File: config.mk
export PLATFORM = sky130hd
export DESIGN_NAME = uart_cmd_responder_flat
export DESIGN_NICKNAME = d
export VERILOG_FILES = /design/src/rtl/uart_cmd_responder_if.sv /design/src/rtl/uart_cmd_responder.sv /design/src/flat_wrapper.sv
export SDC_FILE = /design/constraint.sdc
export NUM_CORES = 1
export LEC_CHECK = 0
export CAP_MARGIN = 20
export CORE_MARGIN = 1.5
export CORE_UTILIZATION = 45
export CTS_CLUSTER_DIAMETER = 150
export DETAILED_ROUTE_END_ITERATION = 7
export PLACE_DENSITY = 0.61
export SYNTH_ARGS = -nofsm -noshare
export SYNTH_HDL_FRONTEND = slang
export SYNTH_SLANG_ARGS = --single-unit
File: constraint.sdc
create_clock -name clk -period 2.4 [get_ports clk]
set_input_delay 0.24 -clock clk [delete_from_list [all_inputs] [get_ports clk]]
set_output_delay 0.24 -clock clk [all_outputs]
set_load 0.01 [all_outputs]
File: src/rtl/uart_cmd_responder_if.sv
// Signal bundle between the host-link UART responder and its surroundings:
// the serial pins plus the command/response handshake with the command processor.
interface uart_cmd_responder_if;
    logic        RX;
    logic        TX;
    logic [15:0] cmd;
    logic        cmd_rdy;
    logic        clr_cmd_rdy;
    logic [7:0]  resp;
    logic        send_resp;
    logic        tx_busy;
    logic        resp_sent;
    logic        frame_err;

    // Host side / command processor side: drives RX and the request inputs
    modport master (
        output RX, clr_cmd_rdy, resp, send_resp,
        input  TX, cmd, cmd_rdy, tx_busy, resp_sent, frame_err
    );

    // Responder side
    modport slave (
        input  RX, clr_cmd_rdy, resp, send_resp,
        output TX, cmd, cmd_rdy, tx_busy, resp_sent, frame_err
    );
endinterface

File: src/rtl/uart_cmd_responder.sv
// Robot-side end of the host command link.
// RX: 8N1 deserialiser feeding a two-byte assembler (high byte first) that
// presents a 16-bit command with a sticky ready flag.
// TX: 8N1 serialiser for single-byte responses, full duplex with RX.
module uart_cmd_responder #(
    parameter int BAUD_DIV     = 5208,
    parameter int BYTE_TIMEOUT = 1000000
) (
    input  logic                clk,
    input  logic                rst,
    uart_cmd_responder_if.slave bus
);

    localparam int BAUD_W = $clog2(BAUD_DIV + 1);
    localparam int TO_W   = $clog2(BYTE_TIMEOUT + 1);

    localparam logic [BAUD_W-1:0] BAUD_LAST = BAUD_W'(BAUD_DIV - 1);
    localparam logic [BAUD_W-1:0] HALF_LAST = BAUD_W'(BAUD_DIV / 2 - 1);
    localparam logic [BAUD_W-1:0] BAUD_ONE  = BAUD_W'(1);
    localparam logic [TO_W-1:0]   TO_LAST   = TO_W'(BYTE_TIMEOUT - 1);
    localparam logic [TO_W-1:0]   TO_ONE    = TO_W'(1);

    typedef enum logic [1:0] {RX_IDLE, RX_START, RX_DATA, RX_STOP} rx_state_t;
    typedef enum logic       {WAIT_HI, WAIT_LO}                     asm_state_t;
    typedef enum logic       {TX_IDLE, TX_SHIFT}                    tx_state_t;

    // ------------------------------------------------------------------
    // RX synchroniser and start-edge detect
    // ------------------------------------------------------------------
    logic rx_meta_q;
    logic rx_sync_q;
    logic rx_prev_q;
    logic start_edge;

    // Two-flop synchroniser plus one history flop for falling-edge detection
    always_ff @(posedge clk) begin
        if (rst) begin
            rx_meta_q <= 1'b1;
            rx_sync_q <= 1'b1;
            rx_prev_q <= 1'b1;
        end else begin
            rx_meta_q <= bus.RX;
            rx_sync_q <= rx_meta_q;
            rx_prev_q <= rx_sync_q;
        end
    end

    assign start_edge = rx_prev_q & ~rx_sync_q;

    // ------------------------------------------------------------------
    // RX bit engine
    // ------------------------------------------------------------------
    rx_state_t         rx_state_q, rx_state_d;
    logic [BAUD_W-1:0] rx_cnt_q,   rx_cnt_d;
    logic [2:0]        rx_bit_q,   rx_bit_d;
    logic [7:0]        rx_shift_q, rx_shift_d;
    logic              byte_valid;
    logic              byte_err;

    // RX engine state register
    always_ff @(posedge clk) begin
        if (rst) begin
            rx_state_q <= RX_IDLE;
            rx_cnt_q   <= '0;
            rx_bit_q   <= '0;
            rx_shift_q <= '0;
        end else begin
            rx_state_q <= rx_state_d;
            rx_cnt_q   <= rx_cnt_d;
            rx_bit_q   <= rx_bit_d;
            rx_shift_q <= rx_shift_d;
        end
    end

    // RX next state: half-bit start check, then mid-bit samples, LSB first.
    // byte_valid/byte_err strobe in the cycle the stop bit is sampled; the
    // assembled byte is already complete in rx_shift_q at that point.
    always_comb begin
        rx_state_d = rx_state_q;
        rx_cnt_d   = rx_cnt_q;
        rx_bit_d   = rx_bit_q;
        rx_shift_d = rx_shift_q;
        byte_valid = 1'b0;
        byte_err   = 1'b0;
        case (rx_state_q)
            RX_IDLE: begin
                if (start_edge) begin
                    rx_state_d = RX_START;
                    rx_cnt_d   = '0;
                end
            end
            RX_START: begin
                if (rx_cnt_q == HALF_LAST) begin
                    rx_cnt_d   = '0;
                    rx_bit_d   = '0;
                    // A start bit that is high again at mid-bit was a glitch
                    rx_state_d = rx_sync_q ? RX_IDLE : RX_DATA;
                end else begin
                    rx_cnt_d = rx_cnt_q + BAUD_ONE;
                end
            end
            RX_DATA: begin
                if (rx_cnt_q == BAUD_LAST) begin
                    rx_cnt_d   = '0;
                    rx_shift_d = {rx_sync_q, rx_shift_q[7:1]};
                    rx_bit_d   = rx_bit_q + 3'd1;
                    if (rx_bit_q == 3'd7) begin
                        rx_state_d = RX_STOP;
                    end
                end else begin
                    rx_cnt_d = rx_cnt_q + BAUD_ONE;
                end
            end
            RX_STOP: begin
                if (rx_cnt_q == BAUD_LAST) begin
                    rx_cnt_d   = '0;
                    rx_state_d = RX_IDLE;
                    if (rx_sync_q) begin
                        byte_valid = 1'b1;
                    end else begin
                        byte_err = 1'b1;
                    end
                end else begin
                    rx_cnt_d = rx_cnt_q + BAUD_ONE;
                end
            end
            default: begin
                rx_state_d = RX_IDLE;
            end
        endcase
    end

    // ------------------------------------------------------------------
    // Byte-pair assembler
    // ------------------------------------------------------------------
    asm_state_t      asm_state_q, asm_state_d;
    logic [7:0]      hi_byte_q,   hi_byte_d;
    logic [TO_W-1:0] to_cnt_q,    to_cnt_d;
    logic [15:0]     cmd_q,       cmd_d;
    logic            cmd_rdy_q,   cmd_rdy_d;
    logic            frame_err_q, frame_err_d;
    logic            pair_done;

    // Assembler state register
    always_ff @(posedge clk) begin
        if (rst) begin
            asm_state_q <= WAIT_HI;
            hi_byte_q   <= '0;
            to_cnt_q    <= '0;
            cmd_q       <= '0;
            cmd_rdy_q   <= 1'b0;
            frame_err_q <= 1'b0;
        end else begin
            asm_state_q <= asm_state_d;
            hi_byte_q   <= hi_byte_d;
            to_cnt_q    <= to_cnt_d;
            cmd_q       <= cmd_d;
            cmd_rdy_q   <= cmd_rdy_d;
            frame_err_q <= frame_err_d;
        end
    end

    // Assembler next state: pairs bytes, drops a stale high byte on timeout or
    // framing error. The inter-byte timer only runs while the receiver is idle,
    // so a start edge on the low byte freezes it.
    always_comb begin
        asm_state_d = asm_state_q;
        hi_byte_d   = hi_byte_q;
        to_cnt_d    = to_cnt_q;
        cmd_d       = cmd_q;
        pair_done   = 1'b0;
        frame_err_d = byte_err;
        case (asm_state_q)
            WAIT_HI: begin
                if (byte_valid) begin
                    hi_byte_d   = rx_shift_q;
                    to_cnt_d    = '0;
                    asm_state_d = WAIT_LO;
                end
            end
            WAIT_LO: begin
                if (byte_valid) begin
                    cmd_d       = {hi_byte_q, rx_shift_q};
                    pair_done   = 1'b1;
                    asm_state_d = WAIT_HI;
                end else if (byte_err) begin
                    asm_state_d = WAIT_HI;
                end else if (rx_state_q == RX_IDLE && !start_edge) begin
                    if (to_cnt_q == TO_LAST) begin
                        asm_state_d = WAIT_HI;
                    end else begin
                        to_cnt_d = to_cnt_q + TO_ONE;
                    end
                end
            end
            default: begin
                asm_state_d = WAIT_HI;
            end
        endcase
        // Completion takes priority over a simultaneous clear
        if (pair_done) begin
            cmd_rdy_d = 1'b1;
        end else if (bus.clr_cmd_rdy) begin
            cmd_rdy_d = 1'b0;
        end else begin
            cmd_rdy_d = cmd_rdy_q;
        end
    end

    // ------------------------------------------------------------------
    // TX serialiser
    // ------------------------------------------------------------------
    tx_state_t         tx_state_q,  tx_state_d;
    logic [BAUD_W-1:0] tx_cnt_q,    tx_cnt_d;
    logic [3:0]        tx_bit_q,    tx_bit_d;
    logic [8:0]        tx_shift_q,  tx_shift_d;
    logic              tx_q,        tx_d;
    logic              resp_sent_q, resp_sent_d;

    // TX state register; the line idles high and returns high on reset
    always_ff @(posedge clk) begin
        if (rst) begin
            tx_state_q  <= TX_IDLE;
            tx_cnt_q    <= '0;
            tx_bit_q    <= '0;
            tx_shift_q  <= '1;
            tx_q        <= 1'b1;
            resp_sent_q <= 1'b0;
        end else begin
            tx_state_q  <= tx_state_d;
            tx_cnt_q    <= tx_cnt_d;
            tx_bit_q    <= tx_bit_d;
            tx_shift_q  <= tx_shift_d;
            tx_q        <= tx_d;
            resp_sent_q <= resp_sent_d;
        end
    end

    // TX next state: tx_q carries the bit currently on the line; tx_shift_q
    // holds the remaining data bits with the stop bit on top. Bit index 0 is
    // the start bit, 9 the stop bit.
    always_comb begin
        tx_state_d  = tx_state_q;
        tx_cnt_d    = tx_cnt_q;
        tx_bit_d    = tx_bit_q;
        tx_shift_d  = tx_shift_q;
        tx_d        = tx_q;
        resp_sent_d = 1'b0;
        case (tx_state_q)
            TX_IDLE: begin
                tx_d = 1'b1;
                if (bus.send_resp) begin
                    tx_shift_d = {1'b1, bus.resp};
                    tx_d       = 1'b0;
                    tx_cnt_d   = '0;
                    tx_bit_d   = '0;
                    tx_state_d = TX_SHIFT;
                end
            end
            TX_SHIFT: begin
                if (tx_cnt_q == BAUD_LAST) begin
                    tx_cnt_d = '0;
                    if (tx_bit_q == 4'd9) begin
                        tx_d        = 1'b1;
                        resp_sent_d = 1'b1;
                        tx_state_d  = TX_IDLE;
                    end else begin
                        tx_d       = tx_shift_q[0];
                        tx_shift_d = {1'b1, tx_shift_q[8:1]};
                        tx_bit_d   = tx_bit_q + 4'd1;
                    end
                end else begin
                    tx_cnt_d = tx_cnt_q + BAUD_ONE;
                end
            end
            default: begin
                tx_state_d = TX_IDLE;
                tx_d       = 1'b1;
            end
        endcase
    end

    assign bus.TX        = tx_q;
    assign bus.tx_busy   = (tx_state_q == TX_SHIFT);
    assign bus.resp_sent = resp_sent_q;
    assign bus.cmd       = cmd_q;
    assign bus.cmd_rdy   = cmd_rdy_q;
    assign bus.frame_err = frame_err_q;

endmodule

File: src/flat_wrapper.sv
// flat-port wrapper written by rule: the top's interface ports become plain ports
module uart_cmd_responder_flat 
#(
    parameter int BAUD_DIV     = 5208,
    parameter int BYTE_TIMEOUT = 1000000
)
  (clk, rst, bus_RX, bus_clr_cmd_rdy, bus_resp, bus_send_resp, bus_TX, bus_cmd, bus_cmd_rdy, bus_tx_busy, bus_resp_sent, bus_frame_err);
  uart_cmd_responder_if bus_i ();
  input  logic clk;
  input  logic rst;
  input wire logic [$bits(bus_i.RX)-1:0] bus_RX;
  input wire logic [$bits(bus_i.clr_cmd_rdy)-1:0] bus_clr_cmd_rdy;
  input wire logic [$bits(bus_i.resp)-1:0] bus_resp;
  input wire logic [$bits(bus_i.send_resp)-1:0] bus_send_resp;
  output wire logic [$bits(bus_i.TX)-1:0] bus_TX;
  output wire logic [$bits(bus_i.cmd)-1:0] bus_cmd;
  output wire logic [$bits(bus_i.cmd_rdy)-1:0] bus_cmd_rdy;
  output wire logic [$bits(bus_i.tx_busy)-1:0] bus_tx_busy;
  output wire logic [$bits(bus_i.resp_sent)-1:0] bus_resp_sent;
  output wire logic [$bits(bus_i.frame_err)-1:0] bus_frame_err;
  assign bus_i.RX = bus_RX;
  assign bus_i.clr_cmd_rdy = bus_clr_cmd_rdy;
  assign bus_i.resp = bus_resp;
  assign bus_i.send_resp = bus_send_resp;
  assign bus_TX = bus_i.TX;
  assign bus_cmd = bus_i.cmd;
  assign bus_cmd_rdy = bus_i.cmd_rdy;
  assign bus_tx_busy = bus_i.tx_busy;
  assign bus_resp_sent = bus_i.resp_sent;
  assign bus_frame_err = bus_i.frame_err;
  uart_cmd_responder #(.BAUD_DIV(BAUD_DIV), .BYTE_TIMEOUT(BYTE_TIMEOUT)) u_core (.clk(clk), .rst(rst), .bus(bus_i));
endmodule
==> results.md <==
* Port buffer count at 33
* TritonCTS clock tree: yes
* Final antenna diode count at 0
* Crit. Startpoint: u_core.rx_cnt_q[1]$_SDFFE_PP0N_
* Switching Share at 0.250
* Slew Limit Headroom at 0.503
* Worst Hold Class: in2reg
* Die height at 107 um
* Tcrit/Tclk final at 0.937
* Post-Syn Area at 4900 um^2
* Top cells by area, synth: dfxtp_1, nand2_1, a21oi_1
* Post-DRT Antenna Nets at 0
* Final Wtd Congestion at 0.797
* Max VDD drop at 0.000362 V
* DRC violation total after the first TritonRoute iteration at 194
* Vias/cell at 5.63
* Worst-path clk slew at 90 ps
* # IOs at 34
* Internal power at 2.27 mW
* # hold bufs at CTS at 0
* Worst endpoint required time at 2690 ps
* Post-Synth Simple-Gate Area at 0.258
* Setup crit end kind: flop
* Fin cells at 761
* Setup Viol. Count Final at 0
* Total CTS buffers at 9
* Proportion of synthesized area in mux cells at 0.0635
* Vias in the first global route at 3934
* Max-Cap Viols at 0
* Total power at a little over 3 mW
* H-tree depth at 3
* WS Path Type: reg2reg
* HPWL Detailed at 7270 um
* Row count at 37
* Drt first pass iters at 5
* Critical path peak fanout at 6
* Yosys reg bits at 104
* Layout cells sized above 1 at 0.110
* Power per cell area at 530 nW/um^2
* Post-Synth Adder-Cell Area at 0.0281
* Initial antenna violation count at 0
* Gate power share at 0.087
* Initial Util at 0.469
* Nets at around 650
* CTS sink count at 104
* Largest net degree at the start of global routing at 71
* Synth Flop Type: dfxtp_1
* Tmin final at approximately 2200 ps
* Drt total wl at 10600 um
* First-pass GRT wire length at 18500 um
* Fmax at around 440 MHz
* Largest family of logic cells by synthesized area: simple AND/OR/NAND/NOR gates
* Post-synth top area share at 0.425
* Total Die Area at 11500 um^2
* EDFF count, synth at 0
* Clock Skew at 10.0 ps
* Post-synthesis sequential area ratio at 0.425
* Sequential share of power at 0.582
* Synth cell count leaders: dfxtp_1, nand2_1, a21oi_1
* Critical path arrival at 2540 ps
* Most frequent cell after synthesis: dfxtp_1
* Drc violations at 0
* R2R Path Start: u_core.rx_cnt_q[1]$_SDFFE_PP0N_
* Worst hold slack at 210 ps
* Synth Area in XOR/XNOR at 0.00714
* Synthesized Nets at between 600 and 700
* CP startpoint kind: flop
* Hold violation total from the final report at 0
* Total Routing Usage GR at 0.196
* Cell area after placement at 5490 um^2
* Ys async rst share at 0
* Warnings from Yosys at 0
* Post-synthesis cell type count at 61
* Synth area leader: dfxtp_1
* Final instance area at between 5000 and 6000 um^2
* Compound-Gate Fraction of Synth Area at 0.181
* Via count at 4284
* Synth Area per Inst at 8.50 um^2
* Pins Over Slew Limit at 0
* Min-delay src: rst
* Root Driver: clkbuf_8
* Clock power share at 0.331
* Die width at 107 um
* Synthesis-to-finish area growth at 16.4%
* Placed cells at around 740
* Post-DR wirelength/cell at 14.0 um
* Clk buf depth at 2
* Status: finished, final reports clean
* Setup TNS at 0 ps
* Syn Inst Count at 577
* Core area at 10500 um^2
* Leak at 2.02 nW
* Switch Pwr at 0.755 mW
* Worst-margin pin slew at around 740 ps
* Grt total ovfl at 0
* Clk Latency, worst-skew pair at around 360 ps
* Fillers at 1009
[layout by cell type, fill, tap and decap left out, types with 5 or more instances in the layout]
master / n
a21oi_1: 46
a311oi_1: 8
a31oi_1: 26
a41oi_1: 5
and2_1: 6
and3_1: 9
and4_1: 6
buf_4: 28
clkbuf_8: 10
clkdlybuf4s50_1: 32
dfxtp_1: 103
ha_1: 11
inv_1: 15
mux2_2: 9
mux2i_1: 21
nand2_1: 71
nand2b_1: 19
nand3_1: 28
nand3b_1: 7
nand4_1: 12
nor2_1: 44
nor3_1: 7
o21ai_0: 18
[final cells by class]
| class | instances | area, um^2 | area share |
|---|---|---|---|
| inverters | 15 | 56.3 | 0.00987 |
| clock buffers | 12 | 145 | 0.0254 |
| flip-flops and latches | 104 | 2080 | 0.365 |
| multi-input cells | 427 | 2660 | 0.467 |
| well taps | 136 | 170 | 0.0298 |
| repair buffers | 64 | 563 | 0.0987 |
| clock inverters | 3 | 25.0 | 0.00439 |
[state kept, by name, indices dropped and copies added, names as in the netlist, 3 cells and up, named ones only]
signal	count
u_core.bus.cmd	16
u_core.hi_byte_q	8
u_core.rx_bit_q	3
u_core.rx_cnt_q	13
u_core.rx_shift_q	8
u_core.to_cnt_q	20
u_core.tx_bit_q	4
u_core.tx_cnt_q	13
u_core.tx_shift_q	8
[power by group through the flow]
stage          clock (mW)  combinational [mW]  sequential, mW
3_3_place_gp            0               0.257            1.80
6_report            0.999               0.262            1.76
5_1_grt              1.11               0.294            1.76
2_1_floorplan           0               0.172            1.79
3_5_place_dp            0               0.261            1.80
4_1_cts              1.04               0.262            1.76
[routing by layer]
| layer | vias to the layer above | track usage | part of all wire |
|---|---|---|---|
| met4 | 0 | 0.0555 | 0.0098 |
| met2 | 48 | 0.316 | 0.47 |
| met1 | 2042 | 0.265 | 0.50 |
| li1 | 2186 | - | - |
| met3 | 8 | 0.0400 | 0.026 |
| met5 | - | 0 | 0 |
[logic make-up after synthesis]
family / count (synthesis)
fa+ha+maj: 11
mux: 30
compound gates: 140
xor+xnor: 4
buf+inv: 46
flops: 104
simple gates: 242
[path summary, 6_finish.rpt]
path / to / slack (ps) / depth (start not counted)
min: u_core.bus.cmd_rdy$_SDFFE_PP0P_ / 210 / 2
min reg2reg: u_core.rx_sync_q$_SDFF_PP1_ / 420 / 1
max: u_core.bus.cmd[2]$_SDFFE_PP0P_ / 150 / 9
max reg2reg: u_core.bus.cmd[2]$_SDFFE_PP0P_ / 150 / 9
[critical path, cell delays in order, from the launching register on]
cell and delay, ps:
dfxtp_2 360, ha_1 160, or3b_4 420, buf_4 160
nor4_4 320, buf_6 170, and4_1 240, buf_4 160
nand2_1 50, a21oi_1 150
[through the flow]
stage	worst slack [ps]	util
floorplan	192	-
global placement	110	0.524
detailed placement	52.9	0.524
CTS	26.5	0.541
global route	-14.8	0.545
finish	150	0.545
[timing repair]
action                     4_1_cts  5_1_grt
setup endpoints to repair        0       42
gates resized for setup          0        7
buffers inserted                 0        2
Note: power is estimated with default switching activity, not from simulation.
